--- config.mk ---
export PLATFORM = sky130hd
export DESIGN_NAME = hsync_gen
export DESIGN_NICKNAME = d
export VERILOG_FILES = /design/src/rtl/hsync_gen.sv
export SDC_FILE = /design/constraint.sdc
export NUM_CORES = 1
export LEC_CHECK = 0
export CORE_ASPECT_RATIO = 1.5
export CORE_MARGIN = 10
export CORE_UTILIZATION = 50
export CTS_CLUSTER_SIZE = 16
export DETAILED_ROUTE_END_ITERATION = 10
export MAX_ROUTING_LAYER = met4
export PLACE_DENSITY_LB_ADDON = 0.25
export SLEW_MARGIN = 25
export SYNTH_ARGS = -nofsm -noshare
export SYNTH_HDL_FRONTEND = slang
export SYNTH_SLANG_ARGS = --single-unit
--- constraint.sdc ---
create_clock -name clk_in -period 2.18 [get_ports clk_in]
set_input_delay 0.218 -clock clk_in [delete_from_list [all_inputs] [get_ports clk_in]]
set_output_delay 0.218 -clock clk_in [all_outputs]
set_load 0.02 [all_outputs]
--- src/rtl/hsync_gen.sv ---
`default_nettype none
// ============================================================================
// Module   : hsync_gen
// Brief    : Horizontal VGA timing generator. Divides the clock down to a
//            pixel-rate strobe, counts pixels across a line and produces
//            horizontal blank, hsync and an end-of-line strobe.
// Revision : 1.0 - initial release
// ============================================================================
module hsync_gen #(
  parameter int PIXELS          = 640,
  parameter int FRONT_PORCH     = 16,
  parameter int HSYNC_WIDTH     = 96,
  parameter int BACK_PORCH      = 48,
  parameter int CLK_DIV         = 4,
  parameter int SYNC_ACTIVE_LOW = 1,
  localparam int H_TOTAL        = PIXELS + FRONT_PORCH + HSYNC_WIDTH + BACK_PORCH,
  localparam int H_COUNT_W      = (H_TOTAL > 1) ? $clog2(H_TOTAL) : 1
) (
  input  logic                 clk_in,
  input  logic                 reset,
  input  logic                 enable,
  output logic                 pix_en,
  output logic [H_COUNT_W-1:0] h_count,
  output logic                 h_blank,
  output logic                 hsync,
  output logic                 line_end
);

  localparam int DIV_W = (CLK_DIV > 1) ? $clog2(CLK_DIV) : 1;

  localparam logic [DIV_W-1:0]     c_DIV_LAST    = DIV_W'(CLK_DIV - 1);
  localparam logic [H_COUNT_W-1:0] c_H_LAST      = H_COUNT_W'(H_TOTAL - 1);
  localparam logic [H_COUNT_W-1:0] c_ACTIVE_LAST = H_COUNT_W'(PIXELS - 1);
  localparam logic [H_COUNT_W-1:0] c_FRONT_LAST  = H_COUNT_W'(PIXELS + FRONT_PORCH - 1);
  localparam logic [H_COUNT_W-1:0] c_SYNC_LAST   = H_COUNT_W'(PIXELS + FRONT_PORCH + HSYNC_WIDTH - 1);
  localparam logic                 c_SYNC_ON     = (SYNC_ACTIVE_LOW != 0) ? 1'b0 : 1'b1;

  // Reject degenerate timing parameters at elaboration.
  if ((PIXELS < 1) || (FRONT_PORCH < 1) || (HSYNC_WIDTH < 1) ||
      (BACK_PORCH < 1) || (CLK_DIV < 1) ||
      ((SYNC_ACTIVE_LOW != 0) && (SYNC_ACTIVE_LOW != 1))) begin : g_param_check
    $error("hsync_gen: timing parameters must be >= 1 and SYNC_ACTIVE_LOW must be 0 or 1");
  end

  typedef enum logic [1:0] {
    ST_ACTIVE = 2'd0,
    ST_FRONT  = 2'd1,
    ST_SYNC   = 2'd2,
    ST_BACK   = 2'd3
  } state_t;

  state_t                 r_state;
  state_t                 w_state_nxt;
  logic [DIV_W-1:0]       r_div;
  logic [DIV_W-1:0]       w_div_nxt;
  logic [H_COUNT_W-1:0]   r_h;
  logic [H_COUNT_W-1:0]   w_h_nxt;
  logic                   w_adv;
  logic                   w_pix_nxt;
  logic                   r_pix_en;
  logic                   r_line_end;
  logic                   r_h_blank;
  logic                   r_hsync;

  // Next-state logic: prescaler, pixel counter and region transitions.
  // A pixel advance happens on an enabled edge that closes a divider period;
  // outputs are derived from these next values so they move with h_count.
  always_comb begin
    w_adv       = enable && (r_div == c_DIV_LAST);
    w_div_nxt   = r_div;
    w_h_nxt     = r_h;
    w_state_nxt = r_state;

    if (enable) begin
      w_div_nxt = w_adv ? '0 : r_div + DIV_W'(1);
    end

    if (w_adv) begin
      w_h_nxt = (r_h == c_H_LAST) ? '0 : r_h + H_COUNT_W'(1);
      case (r_state)
        ST_ACTIVE: if (r_h == c_ACTIVE_LAST) w_state_nxt = ST_FRONT;
        ST_FRONT:  if (r_h == c_FRONT_LAST)  w_state_nxt = ST_SYNC;
        ST_SYNC:   if (r_h == c_SYNC_LAST)   w_state_nxt = ST_BACK;
        ST_BACK:   if (r_h == c_H_LAST)      w_state_nxt = ST_ACTIVE;
        default:                             w_state_nxt = ST_ACTIVE;
      endcase
    end

    // The strobe marks the last clock of a pixel period; it only fires on
    // cycles entered through an enabled edge.
    w_pix_nxt = enable && (w_div_nxt == c_DIV_LAST);
  end

  // State and registered outputs; reset takes priority over enable.
  always_ff @(posedge clk_in) begin
    if (reset) begin
      r_div      <= '0;
      r_h        <= '0;
      r_state    <= ST_ACTIVE;
      r_pix_en   <= 1'b0;
      r_line_end <= 1'b0;
      r_h_blank  <= 1'b0;
      r_hsync    <= ~c_SYNC_ON;
    end else begin
      r_div      <= w_div_nxt;
      r_h        <= w_h_nxt;
      r_state    <= w_state_nxt;
      r_pix_en   <= w_pix_nxt;
      r_line_end <= w_pix_nxt && (w_h_nxt == c_H_LAST);
      r_h_blank  <= (w_state_nxt != ST_ACTIVE);
      r_hsync    <= (w_state_nxt == ST_SYNC) ? c_SYNC_ON : ~c_SYNC_ON;
    end
  end

  assign pix_en   = r_pix_en;
  assign h_count  = r_h;
  assign h_blank  = r_h_blank;
  assign hsync    = r_hsync;
  assign line_end = r_line_end;

endmodule
`default_nettype wire
Word-level counts from Yosys, hierarchy flattened
Cells that the tools add are included.

Input port bits: 3. Word-level logic and storage cells: 36. Register bits: 18.

Eq/ne operators: 11. $add $sub $neg: 2. Reductions and logical operators: 5. Muxes and demuxes: 11.

Operator list (number): equality test 10 bit, second input constant (5); two-way mux 10 bit (2); two-way mux 2 bit (7); adder 10 x 1 -> 10 bit, second input constant (1); equality test 2 bit, second input constant (5); case mux 2 bit (4 select lines) (1); logical AND 1 bit (3); adder 2 x 1 -> 2 bit, second input constant (1); equality test 2 x 1 -> 1 bit, second input constant (1); zero test 2 bit (1); nonzero test 2 bit (1); two-way mux 1 bit (1).

Longest topological paths before layout
Word-level depth: 7. Depth in mapped cells: 7.

Worst setup path after synthesis
Ideal clock, no wire load.

Path kind: reg2reg. From: register r_h[0], in the netlist h_count[0]. To: register r_hsync, in the netlist hsync. Setup slack: 154 ps. Buffers on the path: 0. Library setup time: 127 ps. Stages on the path, launching flop included: 7. Arrival time: 1898 ps. Clock period less this slack: 2026 ps. Path through: dfxtp_1 -> ha_1 -> nand4_4 -> o311ai_2 -> a31oi_1 -> a211oi_2 -> or3b_1.

Cells in the longest elaborated chain, start to end: 6. Elaborated cells between the ends (all ways): 12.

Ends and longest elaborated chain: start, declared (line 56) `logic [H_COUNT_W-1:0] r_h;`; start signal, assigned (line 106) `r_h <= w_h_nxt;`; equality test 10 bit, on equally long branches; two-way mux 2 bit, on equally long branches; case mux 2 bit (4 select lines) * (line 80) `case (r_state)`; two-way mux 2 bit * (line 78) `if (w_adv) begin`; equality test 2 bit * (line 111) `r_hsync <= (w_state_nxt == ST_SYNC) ? c_SYNC_ON : ~c_SYNC_ON;`; two-way mux 1 bit * (line 111); end signal, assigned (line 103) `r_hsync <= ~c_SYNC_ON;`; end signal, assigned (line 111); end, declared (line 63) `logic r_hsync;`.

Every way passes the cells marked *; elsewhere a longest branch is shown, timed or not. A chain may end at the register's enable or synchronous reset.

Worst setup path in the final report
From: register r_h[1], in the netlist h_count[1]. To: register r_line_end, in the netlist line_end.

Cells in the longest elaborated chain, start to end: 5. Elaborated cells between the ends (all ways): 6.

Ends and longest elaborated chain: adder 10 x 1 -> 10 bit or equality test 10 bit (tied branches) (line 79) `w_h_nxt = (r_h == c_H_LAST) ? '0 : r_h + H_COUNT_W'(1);`; two-way mux 10 bit (line 79); two-way mux 10 bit * (line 78); equality test 10 bit * (line 109) `r_line_end <= w_pix_nxt && (w_h_nxt == c_H_LAST);`; logical AND 1 bit * (line 109); end signal, assigned (line 109); end, declared (line 61) `logic r_line_end;`.

Marked as above.

==> metrics.md <==
| Metric | Value |
|---|---|
| Status | `complete, no violations` |
| Crit path DAT | `2.21 ns` |
| Max-slew headroom | `71.00%` |
| CTS tree | `built` |
| Peak supply drop | `0.3955 mV` |
| Net count after synthesis | `114` |
| Endpoint class of the critical path | `flip-flop` |
| Total power | `0.5747 mW` |
| Synth top area cells | `dfxtp_1, nor2_1, xnor2_1` |
| Starting Density | `53.71%` |
| Clk_skew | `0.002214 ns` |
| I/O pin cnt | `17` |
| Setup TNS | `0 ns` |
| # diodes | `0` |
| Slowest CP cell | `or4_1` |
| Core area | `1854 µm²` |
| Mean post-synth cell area | `9.137 µm²` |
| Tcrit/Tclk final | `91.14%` |
| Synth top area share | `36.18%` |
| GRT Residual Overflow | `0` |
| H-tree depth | `1` |
| Resize count post-CTS | `0` |
| Critical path type | `reg2reg` |
| Flops & latches, synth | `18` |
| Share of cells above drive strength 1 | `17.83%` |
| DRT Pass-1 Iters | `4` |
| Warnings, synthesis | `0` |
| Filler cells | `162` |
| Leak Pwr | `0.4377 nW` |
| Clock transition at the registers of the reported paths | `0.10 ns` |
| WL final | `2.454 mm` |
| # hold bufs at CTS | `0` |
| Final Net Count | `135` |
| Max_cap viols | `0` |
| RSZ-0062 raised after global routing | `false` |
| Vias in the first global route | `966` |
| Die ar. | `4214 µm²` |
| Chip height | `74.66 µm` |
| DR WL/cell | `16.36 µm` |
| Tmin final | `1.987 ns` |
| Post-CTS Setup Repair Bufs | `0` |
| Final setup vio count | `0` |
| PD cells | `474.0 nW/µm²` |
| Max clock buf depth | `2` |
| Hold Vio Cnt, Final | `0` |
| Area Growth Syn to Fin | `21.73%` |
| CP Max Fanout | `5` |
| Row cnt | `19` |
| Synthesized cell area | `996.0 µm²` |
| Die Wd | `56.44 µm` |
| Total CTS buffers | `3` |
| Sink Count | `18` |
| CP peak stage delay | `0.58 ns` |
| Fmax | `503.3 MHz` |
| Worst hold path class | `reg2reg` |
| IO buf count | `16` |
| Gate Count Post-Synth | `109` |
| Worst setup SP type | `flip-flop` |
| Seq/Total Area, Yosys | `36.18%` |
| Post-synth cell types | `43` |
| Final Max Slew Viols | `0` |
| Slew @ Worst Pin | `0.4314 ns` |
| Initial detailed-routing violation count | `24` |
| Dpl hpwl | `1.842 mm` |
| Clk_lat worst skew | `0.30 ns` |
| Global-route wire length before repair | `4.209 mm` |
| Placed cell count | `146` |
| Vias | `918` |
| CTS root buffer | `clkbuf_4` |
| Reg area | `360.3 µm²` |
| Multi-input gate area | `580.6 µm²` |
| Post-Layout Cell Count | `150` |
| Largest net degree at the start of global routing | `17` |
| Yosys top cell by area | `dfxtp_1` |
| Worst EP required | `2.41 ns` |
| Vias per cell | `6.120` |
| Post-route ant nets | `0` |
| Placer congestion estimate | `0.8568` |
| Initial antenna violation count | `0` |
| Post-route DRC | `0` |
| Total GRT Usage | `12.52%` |
| Crit-path cells | `ha_1 > nand4_4 > nor3_2 > o22ai_1 > or4_1 > a211oi_2` |
==> routing by layer <==
| layer | GRT usage (%) | part of all wire [%] | vias up |
|---|---|---|---|
| met3 | 2.862 | 6.1 | 11 |
| met5 | - | 0 | - |
| met1 | 11.80 | 38 | 431 |
| met2 | 22.49 | 53 | 37 |
| met4 | 8.043 | 3.3 | 0 |
| li1 | - | - | 439 |
==> worst max-delay path, delay by kind of cell, from the launching register on <==
family / cells / cell delay (ns)
flip-flops: 1 / 0.38
AND/OR/NAND/NOR: 3 / 0.92
AO/OA/AOI/OAI: 2 / 0.33
adder cells (fa/ha/maj): 1 / 0.29
==> stage by stage <==
stage | worst slack, ns | hold slack (ns) | utilization [%] | cell area [µm²]
after CTS | 0.2007 | 0.5138 | 65.38 | 1212
after global placement | 0.1506 | 0.4663 | 63.43 | 1176
final | 0.1931 | 0.5092 | 65.38 | 1212
after global routing | 0.04645 | 0.5253 | 65.38 | 1212
after detailed placement | 0.04353 | 0.4971 | 63.43 | 1176
after floorplan | 0.1544 | 0.3695 | - | 996.0
==> placed cells by master, fill, tap and decap left out, drive strengths merged, types with 2 or more instances in the layout <==
master,netlist,layout
and3,4,4
nor3,4,4
a21oi,6,6
o22ai,2,2
nor2,16,16
a31oi,3,3
inv,3,3
clkbuf,2,4
dfxtp,18,18
xor2,3,3
nand4,4,4
xnor2,4,4
nor3b,2,2
and2,2,2
buf,3,5
ha,2,2
nand3,3,3
nand2,6,6
mux2,2,2
clkdlybuf4s50,0,16
a211oi,2,2
a32oi,2,2
nor4,4,4
==> worst paths after layout <==
| path | to | startpoint | depth (start not counted) | slack [ns] |
|---|---|---|---|---|
| min | r_div[1]$_SDFF_PP0_ | r_div[1]$_SDFF_PP0_ | 2 | 0.51 |
| min reg2reg | r_div[1]$_SDFF_PP0_ | r_div[1]$_SDFF_PP0_ | 2 | 0.51 |
| max | line_end$_SDFF_PP0_ | h_count[1]$_SDFF_PP0_ | 6 | 0.19 |
| max reg2reg | line_end$_SDFF_PP0_ | h_count[1]$_SDFF_PP0_ | 6 | 0.19 |
==> registers in the layout (all words and copies together), names as in the netlist <==
name	count
h_blank	1
h_count	10
hsync	1
line_end	1
pix_en	1
r_div	2
r_state	2
==> synth_stat cells, drive strengths merged <==
cell type,instances
a21oi,6
mux2i,1
or2,1
clkbuf,2
nor2,16
and3,4
or3,1
and3b,1
dfxtp,18
a31o,1
xor2,3
nand3,3
and2,2
nor3,4
nand4,4
nor3b,2
nor4,4
nand2,6
or3b,1
nand2b,1
a32oi,2
o311ai,1
buf,3
o22ai,2
xnor2,4
a211oi,2
ha,2
nor2b,1
inv,3
nand3b,1
or4,1
and4bb,1
mux2,2
a31oi,3
==> cell type report <==
| cell class | instances | share of cell area [%] |
|---|---|---|
| inverters | 3 | 0.9288 |
| well taps | 21 | 2.167 |
| clock buffers | 4 | 2.993 |
| flip-flops and latches | 18 | 29.72 |
| multi-input cells | 83 | 47.88 |
| repair buffers | 21 | 16.31 |
==> kinds of logic (layout without fill, tap and decap cells) <==
kind of cell / after synthesis / after routing / share of synthesized area [%]
xor+xnor: 7 / 7 / 6.156
buf+inv: 8 / 28 / 5.527
compound gates: 17 / 17 / 12.94
flops: 18 / 18 / 36.18
simple gates: 54 / 54 / 33.42
mux: 3 / 3 / 3.266
fa+ha+maj: 2 / 2 / 2.512
==> power breakdown <==
group	switching, mW	total, mW	leakage, nW	internal [mW]
clock network	0.107	0.209	0.0210	0.102
registers	0.00319	0.336	0.145	0.333
logic	0.0162	0.0294	0.271	0.0132
(Power assumes the default switching activity.)
